==> src/rtl/super_pixel_pkg.sv <==
// Shared widths and column-word layout for the super pixel readout.
// Defaults describe the standard 8-pixel super pixel.
package super_pixel_pkg;

   localparam int TOA_W      = 9;
   localparam int FTOA_W     = 5;
   localparam int TOT_W      = 8;
   localparam int N_PIX_DEF  = 8;
   localparam int PIX_ADDR_W = $clog2(N_PIX_DEF);

   typedef struct packed {
      logic [TOA_W-1:0]      toa;
      logic [FTOA_W-1:0]     ftoa;
      logic [TOT_W-1:0]      tot;
      logic [PIX_ADDR_W-1:0] pix_addr;
      logic                  col;
   } col_word_t;

   localparam int COL_DATA_W = $bits(col_word_t);

   function automatic col_word_t pack_word(
      input logic [TOA_W-1:0]      toa,
      input logic [FTOA_W-1:0]     ftoa,
      input logic [TOT_W-1:0]      tot,
      input logic [PIX_ADDR_W-1:0] pix_addr,
      input logic                  col
   );
      col_word_t w;
      w.toa      = toa;
      w.ftoa     = ftoa;
      w.tot      = tot;
      w.pix_addr = pix_addr;
      w.col      = col;
      return w;
   endfunction

endpackage

==> src/rtl/super_pixel_readout_arbiter_if.sv <==
// Column daisy-chain bus: upstream word in, merged word out, ready both ways.
// The master modport is the arbiter side.
interface super_pixel_readout_arbiter_if
   import super_pixel_pkg::*;
#(
   parameter int DATA_W = COL_DATA_W
);
   logic [DATA_W-1:0] last_data;
   logic              last_valid;
   logic              shake_hands_last;
   logic              shake_hands_next;
   logic [DATA_W-1:0] arbiter_data;
   logic              arbiter_valid;

   modport master (
      input  last_data, last_valid, shake_hands_next,
      output shake_hands_last, arbiter_data, arbiter_valid
   );

   modport slave (
      output last_data, last_valid, shake_hands_next,
      input  shake_hands_last, arbiter_data, arbiter_valid
   );
endinterface

==> src/rtl/hypix_sync_fifo.sv <==
// First-word-fall-through synchronous FIFO; head word is visible on rdata.
// Push while full is accepted only when a pop frees a slot on the same edge.
module hypix_sync_fifo #(
   parameter int  DATA_W = 26,
   parameter int  DEPTH  = 4,
   localparam int PTR_W  = $clog2(DEPTH),
   localparam int LVL_W  = $clog2(DEPTH + 1)
) (
   input  logic              clk,
   input  logic              rst_n,
   input  logic              push,
   input  logic              pop,
   input  logic [DATA_W-1:0] wdata,
   output logic [DATA_W-1:0] rdata,
   output logic              full,
   output logic              empty,
   output logic [LVL_W-1:0]  level
);

   logic [DATA_W-1:0] mem [DEPTH];
   logic [PTR_W-1:0]  wr_ptr;
   logic [PTR_W-1:0]  rd_ptr;
   logic              do_push;
   logic              do_pop;

   assign full    = (level == LVL_W'(DEPTH));
   assign empty   = (level == '0);
   assign do_pop  = pop & ~empty;
   assign do_push = push & (~full | do_pop);
   assign rdata   = mem[rd_ptr];

   always_ff @(posedge clk) begin
      if (do_push) mem[wr_ptr] <= wdata;
   end

   // Pointers wrap naturally because DEPTH is a power of two
   always_ff @(posedge clk or negedge rst_n) begin
      if (!rst_n) begin
         wr_ptr <= '0;
         rd_ptr <= '0;
         level  <= '0;
      end else begin
         if (do_push) wr_ptr <= wr_ptr + PTR_W'(1);
         if (do_pop)  rd_ptr <= rd_ptr + PTR_W'(1);
         case ({do_push, do_pop})
            2'b10:   level <= level + LVL_W'(1);
            2'b01:   level <= level - LVL_W'(1);
            default: level <= level;
         endcase
      end
   end

endmodule

==> src/rtl/super_pixel_readout_arbiter.sv <==
// Super pixel readout: round-robin capture of pixel hits into a local FIFO,
// merged with the upstream column chain into one registered output word.
module super_pixel_readout_arbiter #(
   parameter int  N_PIX      = super_pixel_pkg::N_PIX_DEF,
   parameter int  TOA_W      = super_pixel_pkg::TOA_W,
   parameter int  FTOA_W     = super_pixel_pkg::FTOA_W,
   parameter int  TOT_W      = super_pixel_pkg::TOT_W,
   parameter int  FIFO_DEPTH = 4,
   localparam int ADDR_W     = $clog2(N_PIX),
   localparam int DATA_W     = TOA_W + FTOA_W + TOT_W + ADDR_W + 1,
   localparam int LVL_W      = $clog2(FIFO_DEPTH + 1)
) (
   input  logic                    clk_40MHz,
   input  logic                    rst_n,
   input  logic                    addr_col,
   input  logic                    arb_mode,
   input  logic [N_PIX-1:0]        pix_mask,
   input  logic [N_PIX-1:0]        pix_valid,
   input  logic [N_PIX*TOA_W-1:0]  pix_toa,
   input  logic [N_PIX*FTOA_W-1:0] pix_ftoa,
   input  logic [N_PIX*TOT_W-1:0]  pix_tot,
   output logic [N_PIX-1:0]        pix_ack,
   super_pixel_readout_arbiter_if.master bus,
   output logic [LVL_W-1:0]        fifo_level,
   output logic [15:0]             hit_cnt
);

   logic [N_PIX-1:0]  cand;
   logic [N_PIX-1:0]  discard;
   logic [ADDR_W-1:0] rr_ptr;
   logic [ADDR_W-1:0] grant_idx;
   logic [ADDR_W-1:0] scan_idx;
   logic              grant_any;
   logic [DATA_W-1:0] push_word;
   logic [DATA_W-1:0] fifo_head;
   logic              fifo_full;
   logic              fifo_empty;
   logic              push;
   logic              pop;
   logic              load;
   logic              local_avail;
   logic              contended;
   logic              sel_up;
   logic              take_up;
   logic              alt_flag;
   logic [DATA_W-1:0] out_data_p1;
   logic              out_vld_p1;

   assign cand    = pix_valid & ~pix_mask;
   assign discard = pix_valid & pix_mask;

   // Descending scan so the candidate closest to rr_ptr is the last one written
   always_comb begin
      grant_any = 1'b0;
      grant_idx = '0;
      scan_idx  = '0;
      for (int k = N_PIX - 1; k >= 0; k--) begin
         scan_idx = rr_ptr + ADDR_W'(k);
         if (cand[scan_idx]) begin
            grant_any = 1'b1;
            grant_idx = scan_idx;
         end
      end
   end

   assign push_word = {pix_toa[int'(grant_idx)*TOA_W +: TOA_W],
                       pix_ftoa[int'(grant_idx)*FTOA_W +: FTOA_W],
                       pix_tot[int'(grant_idx)*TOT_W +: TOT_W],
                       grant_idx, addr_col};

   assign load        = ~out_vld_p1 | bus.shake_hands_next;
   assign local_avail = ~fifo_empty;
   assign contended   = local_avail & bus.last_valid;
   // alt_flag low favours the local FIFO on a contended alternate-mode load
   assign sel_up      = bus.last_valid & (~local_avail | ~arb_mode | alt_flag);
   assign take_up     = load & sel_up;
   assign pop         = load & local_avail & ~sel_up;
   assign push        = grant_any & (~fifo_full | pop);

   assign pix_ack              = rst_n ? (discard | ({N_PIX{push}} & (N_PIX'(1) << grant_idx))) : '0;
   assign bus.shake_hands_last = rst_n & take_up;
   assign bus.arbiter_data     = out_data_p1;
   assign bus.arbiter_valid    = out_vld_p1;

   hypix_sync_fifo #(
      .DATA_W (DATA_W),
      .DEPTH  (FIFO_DEPTH)
   ) u_fifo (
      .clk   (clk_40MHz),
      .rst_n (rst_n),
      .push  (push),
      .pop   (pop),
      .wdata (push_word),
      .rdata (fifo_head),
      .full  (fifo_full),
      .empty (fifo_empty),
      .level (fifo_level)
   );

   // Output register stage
   always_ff @(posedge clk_40MHz or negedge rst_n) begin
      if (!rst_n) begin
         out_data_p1 <= '0;
         out_vld_p1  <= 1'b0;
         alt_flag    <= 1'b0;
      end else if (load) begin
         if (take_up) begin
            out_data_p1 <= bus.last_data;
            out_vld_p1  <= 1'b1;
         end else if (pop) begin
            out_data_p1 <= fifo_head;
            out_vld_p1  <= 1'b1;
         end else begin
            out_vld_p1  <= 1'b0;
         end
         if (arb_mode && contended) alt_flag <= ~alt_flag;
      end
   end

   always_ff @(posedge clk_40MHz or negedge rst_n) begin
      if (!rst_n) begin
         rr_ptr  <= '0;
         hit_cnt <= '0;
      end else if (push) begin
         rr_ptr <= grant_idx + ADDR_W'(1);
         if (hit_cnt != 16'hFFFF) hit_cnt <= hit_cnt + 16'd1;
      end
   end

endmodule

==> src/flat_wrapper.sv <==
// flat-port wrapper written by rule: the top's interface ports become plain ports
module super_pixel_readout_arbiter_flat 
#(
   parameter int  N_PIX      = super_pixel_pkg::N_PIX_DEF,
   parameter int  TOA_W      = super_pixel_pkg::TOA_W,
   parameter int  FTOA_W     = super_pixel_pkg::FTOA_W,
   parameter int  TOT_W      = super_pixel_pkg::TOT_W,
   parameter int  FIFO_DEPTH = 4,
   localparam int ADDR_W     = $clog2(N_PIX),
   localparam int DATA_W     = TOA_W + FTOA_W + TOT_W + ADDR_W + 1,
   localparam int LVL_W      = $clog2(FIFO_DEPTH + 1)
)
  (clk_40MHz, rst_n, addr_col, arb_mode, pix_mask, pix_valid, pix_toa, pix_ftoa, pix_tot, pix_ack, fifo_level, hit_cnt, bus_last_data, bus_last_valid, bus_shake_hands_next, bus_shake_hands_last, bus_arbiter_data, bus_arbiter_valid);
  super_pixel_readout_arbiter_if bus_i ();
  input  logic clk_40MHz;
  input  logic rst_n;
  input  logic addr_col;
  input  logic arb_mode;
  input  logic [N_PIX-1:0] pix_mask;
  input  logic [N_PIX-1:0] pix_valid;
  input  logic [N_PIX*TOA_W-1:0] pix_toa;
  input  logic [N_PIX*FTOA_W-1:0] pix_ftoa;
  input  logic [N_PIX*TOT_W-1:0] pix_tot;
  output logic [N_PIX-1:0] pix_ack;
  output logic [LVL_W-1:0] fifo_level;
  output logic [15:0] hit_cnt;
  input wire logic [$bits(bus_i.last_data)-1:0] bus_last_data;
  input wire logic [$bits(bus_i.last_valid)-1:0] bus_last_valid;
  input wire logic [$bits(bus_i.shake_hands_next)-1:0] bus_shake_hands_next;
  output wire logic [$bits(bus_i.shake_hands_last)-1:0] bus_shake_hands_last;
  output wire logic [$bits(bus_i.arbiter_data)-1:0] bus_arbiter_data;
  output wire logic [$bits(bus_i.arbiter_valid)-1:0] bus_arbiter_valid;
  assign bus_i.last_data = bus_last_data;
  assign bus_i.last_valid = bus_last_valid;
  assign bus_i.shake_hands_next = bus_shake_hands_next;
  assign bus_shake_hands_last = bus_i.shake_hands_last;
  assign bus_arbiter_data = bus_i.arbiter_data;
  assign bus_arbiter_valid = bus_i.arbiter_valid;
  super_pixel_readout_arbiter #(.N_PIX(N_PIX), .TOA_W(TOA_W), .FTOA_W(FTOA_W), .TOT_W(TOT_W), .FIFO_DEPTH(FIFO_DEPTH)) u_core (.clk_40MHz(clk_40MHz), .rst_n(rst_n), .addr_col(addr_col), .arb_mode(arb_mode), .pix_mask(pix_mask), .pix_valid(pix_valid), .pix_toa(pix_toa), .pix_ftoa(pix_ftoa), .pix_tot(pix_tot), .pix_ack(pix_ack), .bus(bus_i), .fifo_level(fifo_level), .hit_cnt(hit_cnt));
endmodule
==> config.mk <==
export PLATFORM = sky130hd
export DESIGN_NAME = super_pixel_readout_arbiter_flat
export DESIGN_NICKNAME = d
export VERILOG_FILES = /design/src/rtl/super_pixel_pkg.sv /design/src/rtl/super_pixel_readout_arbiter_if.sv /design/src/rtl/hypix_sync_fifo.sv /design/src/rtl/super_pixel_readout_arbiter.sv /design/src/flat_wrapper.sv
export SDC_FILE = /design/constraint.sdc
export NUM_CORES = 1
export LEC_CHECK = 0
export CAP_MARGIN = 20
export CORE_UTILIZATION = 48
export CTS_CLUSTER_DIAMETER = 150
export DETAILED_ROUTE_END_ITERATION = 8
export PLACE_DENSITY_LB_ADDON = 0.3
export SLEW_MARGIN = 20
export SYNTH_ARGS = -nofsm -noshare
export SYNTH_HDL_FRONTEND = slang
export SYNTH_SLANG_ARGS = --single-unit
==> constraint.sdc <==
create_clock -name clk_40MHz -period 5 [get_ports clk_40MHz]
set_clock_uncertainty 0.1 [all_clocks]
set_input_delay 0.5 -clock clk_40MHz [delete_from_list [all_inputs] [get_ports clk_40MHz]]
set_output_delay 0.5 -clock clk_40MHz [all_outputs]
set_load 0.01 [all_outputs]
==> implementation parameters <==
Parameter                              Value

Setup path
  Worst reg2reg path startpoint    u_core.rr_ptr[1]
  Max incr delay on CP    490 ps
  Flop2flop setup slack    670 ps
  Data arrival time of the critical path    4210 ps
  Crit Path Category    reg -> out
  End of the worst register-to-register path    u_core.u_fifo.mem[1][6]
  Element type at the critical path start    register
  Worst R2R Path Depth    12
  Slowest library cell on the worst path    sky130_fd_sc_hd__dfrtp_2
  Required time of the critical path    4400 ps
  Cells along the critical path    inv_1, ha_1, clkinv_1, nor2_1, a22o_1, a221o_1, a311oi_1, o22ai_1, nor2_2, inv_1, ha_1, a32o_1, and2_1, clkdlybuf4s50_1
  Critical path capture point type    primary output
  Largest driver fanout on the critical path    12

Synthesis
  Mux contribution to synthesized area    0.203
  Arithmetic-cell share of the synthesized area counting full adders, half adders and majority gates    0.0209
  Synthesized-area fraction occupied by ao, oa, aoi and oai cells    0.0911
  Post-synthesis xor/xnor area fraction    0.0242
  Count of warnings emitted by yosys    0
  #FFs+latches synth    158
  Nets in the synthesized netlist    981
  Synthesized area divided by synthesized cell count    12.6 sq um
  Cell area after technology mapping    9360 sq um
  Flip-flop cell with the highest count after synthesis    sky130_fd_sc_hd__edfxtp_1
  Share of synthesized registers carrying an async set or reset    0.342
  EDFF count, synth    104
  Count of different cell masters after synthesis    80
  Largest family of logic cells by synthesized area    multiplexers
  Simple logic cell fraction of the synthesized area    0.139
  Post-synthesis cell count    742
  Fraction of the yosys area taken by sequential cells    0.478

Pwr
  Cell Pwr Density    931 nW/um^2
  Lkg Pwr    4.82 nW
  IR drop worst, VDD    0.000574 V

Timing
  Final count of hold timing violations    0
  Actual slew at the worst max-slew pin    968 ps
  Highest attainable clock frequency    0.208 GHz
  Part of the cycle the worst path needs    0.963
  Final hold slack    382 ps
  Number of setup violations in the final report    0
  Shortest period the worst path allows    4810 ps
  Accumulated negative setup slack    0 ps
  Setup repair after global routing missed its margin    no
  Max transition margin    0.354
  Final worst-path setup slack    185 ps
  Max Transition Viols Final    0

CTS
  Clock transition at the register clock pins on the worst setup and hold paths after CTS    60 ps
  Post-CTS setup-driven buffer insertion count    0
  Worst skew pair latency    410 ps
  Total clock buffers created by CTS    17
  Number of buffers between clock root and the deepest sink    2
  Cell chosen for the clock root    sky130_fd_sc_hd__clkbuf_16
  Number of H-tree branching levels    4
  Clock sink count    158
  CTS tree    yes

Floorplanning
  Core area    18900 sq um
  Vert. Die Dim    142 um
  Die area    20100 sq um
  Num ports    279
  Initial core utilization    0.495
  Standard-cell row count    50
  Width of the die    142 um

Layout
  Fin nets    1264
  Final Instance Count excl. Fillers    1298
  # diodes    0
  Final design area excluding fillers    12900 sq um
  Commonest cells after routing, fill and taps aside    sky130_fd_sc_hd__clkdlybuf4s50_1 (277), sky130_fd_sc_hd__edfxtp_1 (104), sky130_fd_sc_hd__nor2_1 (75), sky130_fd_sc_hd__nor3_1 (56), sky130_fd_sc_hd__dfrtp_1 (52)
  Most common cell after layout, fill and taps aside    sky130_fd_sc_hd__clkdlybuf4s50_1
  Syn-to-layout area delta    38.3%
  Fraction of layout instances using a drive strength above 1    0.194

Placement
  Post-detail-place hpwl    18500 um
  Number of placed instances, taps included    1265
  Port Buf Inserts    278
  Worst setup slack after placement    338 ps
  Final weighted congestion in routability-driven placement    0.944
  Placed standard-cell area    12400 sq um

Routing
  Wire length after detailed routing    24500 um
  Average routed wire per standard cell    18.9 um
  Remaining routing DRC violations    0
  Violation count after the first detailed-route iteration    446
  Vias per Instance    5.52
  DR pass1 iterations    5
  Via count    7171
  Number of nets still failing antenna checks after routing    0

GRT
  First-pass GRT wire length    37900 um
  Combined global-route utilization of all metal layers    0.247
  Number of global-route vias before repair    7076
  Initial antenna violation count    0
  Remaining global-route overflow    0
  Pin count of the biggest net entering global routing    59

Flow run
  Max cap viols    0

Run status
  Result of the run    finished, final reports clean

Min path
  Path type of the worst min-delay path    in -> async
## sequential cells by signal (all words and copies together) (netlist names)
| signal | count |
|---|---|
| u_core.alt_flag | 1 |
| u_core.u_fifo.rd_ptr | 2 |
| u_core.u_fifo.level | 3 |
| u_core.bus.arbiter_valid | 1 |
| u_core.u_fifo.wr_ptr | 2 |
| u_core.u_fifo.mem | 104 |
| u_core.hit_cnt | 16 |
| u_core.bus.arbiter_data | 26 |
| u_core.rr_ptr | 3 |
## critical path: cells and delay by family (launching register included)
| kind | cells | cell delay [ps] |
|---|---|---|
| AO/OA/AOI/OAI | 5 | 1380 |
| adder cells (fa/ha/maj) | 2 | 530 |
| buffers and inverters | 4 | 900 |
| flip-flops | 1 | 490 |
| AND/OR/NAND/NOR | 3 | 500 |
## how the worst max path moves through the flow
stage	from	end	slack, ps	cells past startpoint
floorplan	u_core.rr_ptr[0]	pix_ack[3]	1200	15
global route	u_core.rr_ptr[0]	pix_ack[1]	20	13
detailed placement	pix_mask[3]	pix_ack[1]	340	13
global placement	pix_mask[3]	pix_ack[0]	410	13
CTS	u_core.rr_ptr[1]	pix_ack[1]	40	13
finish	u_core.rr_ptr[1]	pix_ack[1]	190	14
## layer usage
layer / track usage / wire length, um
met3: 0.0364 / 1320
met1: 0.350 / 11100
met5: 0 / 0
met4: 0.0656 / 227
met2: 0.400 / 11800
## Yosys cell counts, types with 3 or more instances
cell type / count / area share
sky130_fd_sc_hd__a211oi_1: 16 / 0.013
sky130_fd_sc_hd__a211oi_2: 7 / 0.0094
sky130_fd_sc_hd__a21oi_1: 7 / 0.0037
sky130_fd_sc_hd__a32o_1: 3 / 0.0032
sky130_fd_sc_hd__a32oi_1: 3 / 0.0028
sky130_fd_sc_hd__and2_1: 27 / 0.018
sky130_fd_sc_hd__and2_2: 3 / 0.0024
sky130_fd_sc_hd__buf_2: 3 / 0.0016
sky130_fd_sc_hd__buf_6: 9 / 0.011
sky130_fd_sc_hd__buf_8: 4 / 0.0064
sky130_fd_sc_hd__clkbuf_1: 18 / 0.0072
sky130_fd_sc_hd__clkbuf_8: 4 / 0.0059
sky130_fd_sc_hd__dfrtp_1: 54 / 0.14
sky130_fd_sc_hd__edfxtp_1: 104 / 0.33
sky130_fd_sc_hd__ha_1: 14 / 0.019
sky130_fd_sc_hd__inv_1: 15 / 0.0060
sky130_fd_sc_hd__mux2_2: 45 / 0.054
sky130_fd_sc_hd__mux2i_1: 50 / 0.053
sky130_fd_sc_hd__mux4_2: 35 / 0.084
sky130_fd_sc_hd__nand2_1: 29 / 0.012
sky130_fd_sc_hd__nand2b_1: 11 / 0.0074
sky130_fd_sc_hd__nand3_1: 6 / 0.0032
sky130_fd_sc_hd__nand4_1: 3 / 0.0020
sky130_fd_sc_hd__nor2_1: 77 / 0.031
sky130_fd_sc_hd__nor2b_1: 12 / 0.0080
sky130_fd_sc_hd__nor3_1: 57 / 0.030
sky130_fd_sc_hd__o21ai_0: 9 / 0.0048
sky130_fd_sc_hd__o21ai_1: 3 / 0.0016
sky130_fd_sc_hd__o22ai_1: 5 / 0.0033
sky130_fd_sc_hd__o22ai_2: 20 / 0.027
sky130_fd_sc_hd__or2_2: 3 / 0.0020
sky130_fd_sc_hd__xnor2_1: 14 / 0.013
sky130_fd_sc_hd__xor2_1: 10 / 0.0094
## logic make-up (layout without fill, tap and decap cells)
| logic type | count (synthesis) | in the layout |
|---|---|---|
| DFF | 158 | 158 |
| and+or+nand+nor | 250 | 250 |
| xor gates and xnor gates | 25 | 25 |
| muxes | 135 | 135 |
| AOI/OAI and AO/OA | 97 | 97 |
| adders and majority gates | 15 | 15 |
| buffers and inverters | 62 | 358 |
## metrics by stage
stage                util  power, mW
finish              0.685       12.1
detailed placement  0.655       10.9
CTS                 0.684       12.1
global route        0.685       12.8
floorplan               -       8.70
global placement    0.655       10.7
## area by class of cell
cell class / instances / area (sq um)
multi-input cells: 522 / 4500
fillers: 1481 / 5960
flip-flops and latches: 158 / 4480
well taps: 260 / 325
inverters: 19 / 71.3
clock buffers: 18 / 429
clock inverters: 14 / 124
repair buffers: 307 / 3010
## where the power goes
group	internal [mW]	switching (mW)	leakage, nW
combinational	3.38	4.16	2.96
sequential	2.95	0.352	1.59
clock	0.656	0.547	0.273
## repair_timing
action	in CTS	in global routing
endpoints found under the hold margin	2	0
gates resized for setup	0	3
setup endpoints to repair	0	8
hold buffers	1	0
(Power assumes the default switching activity.)
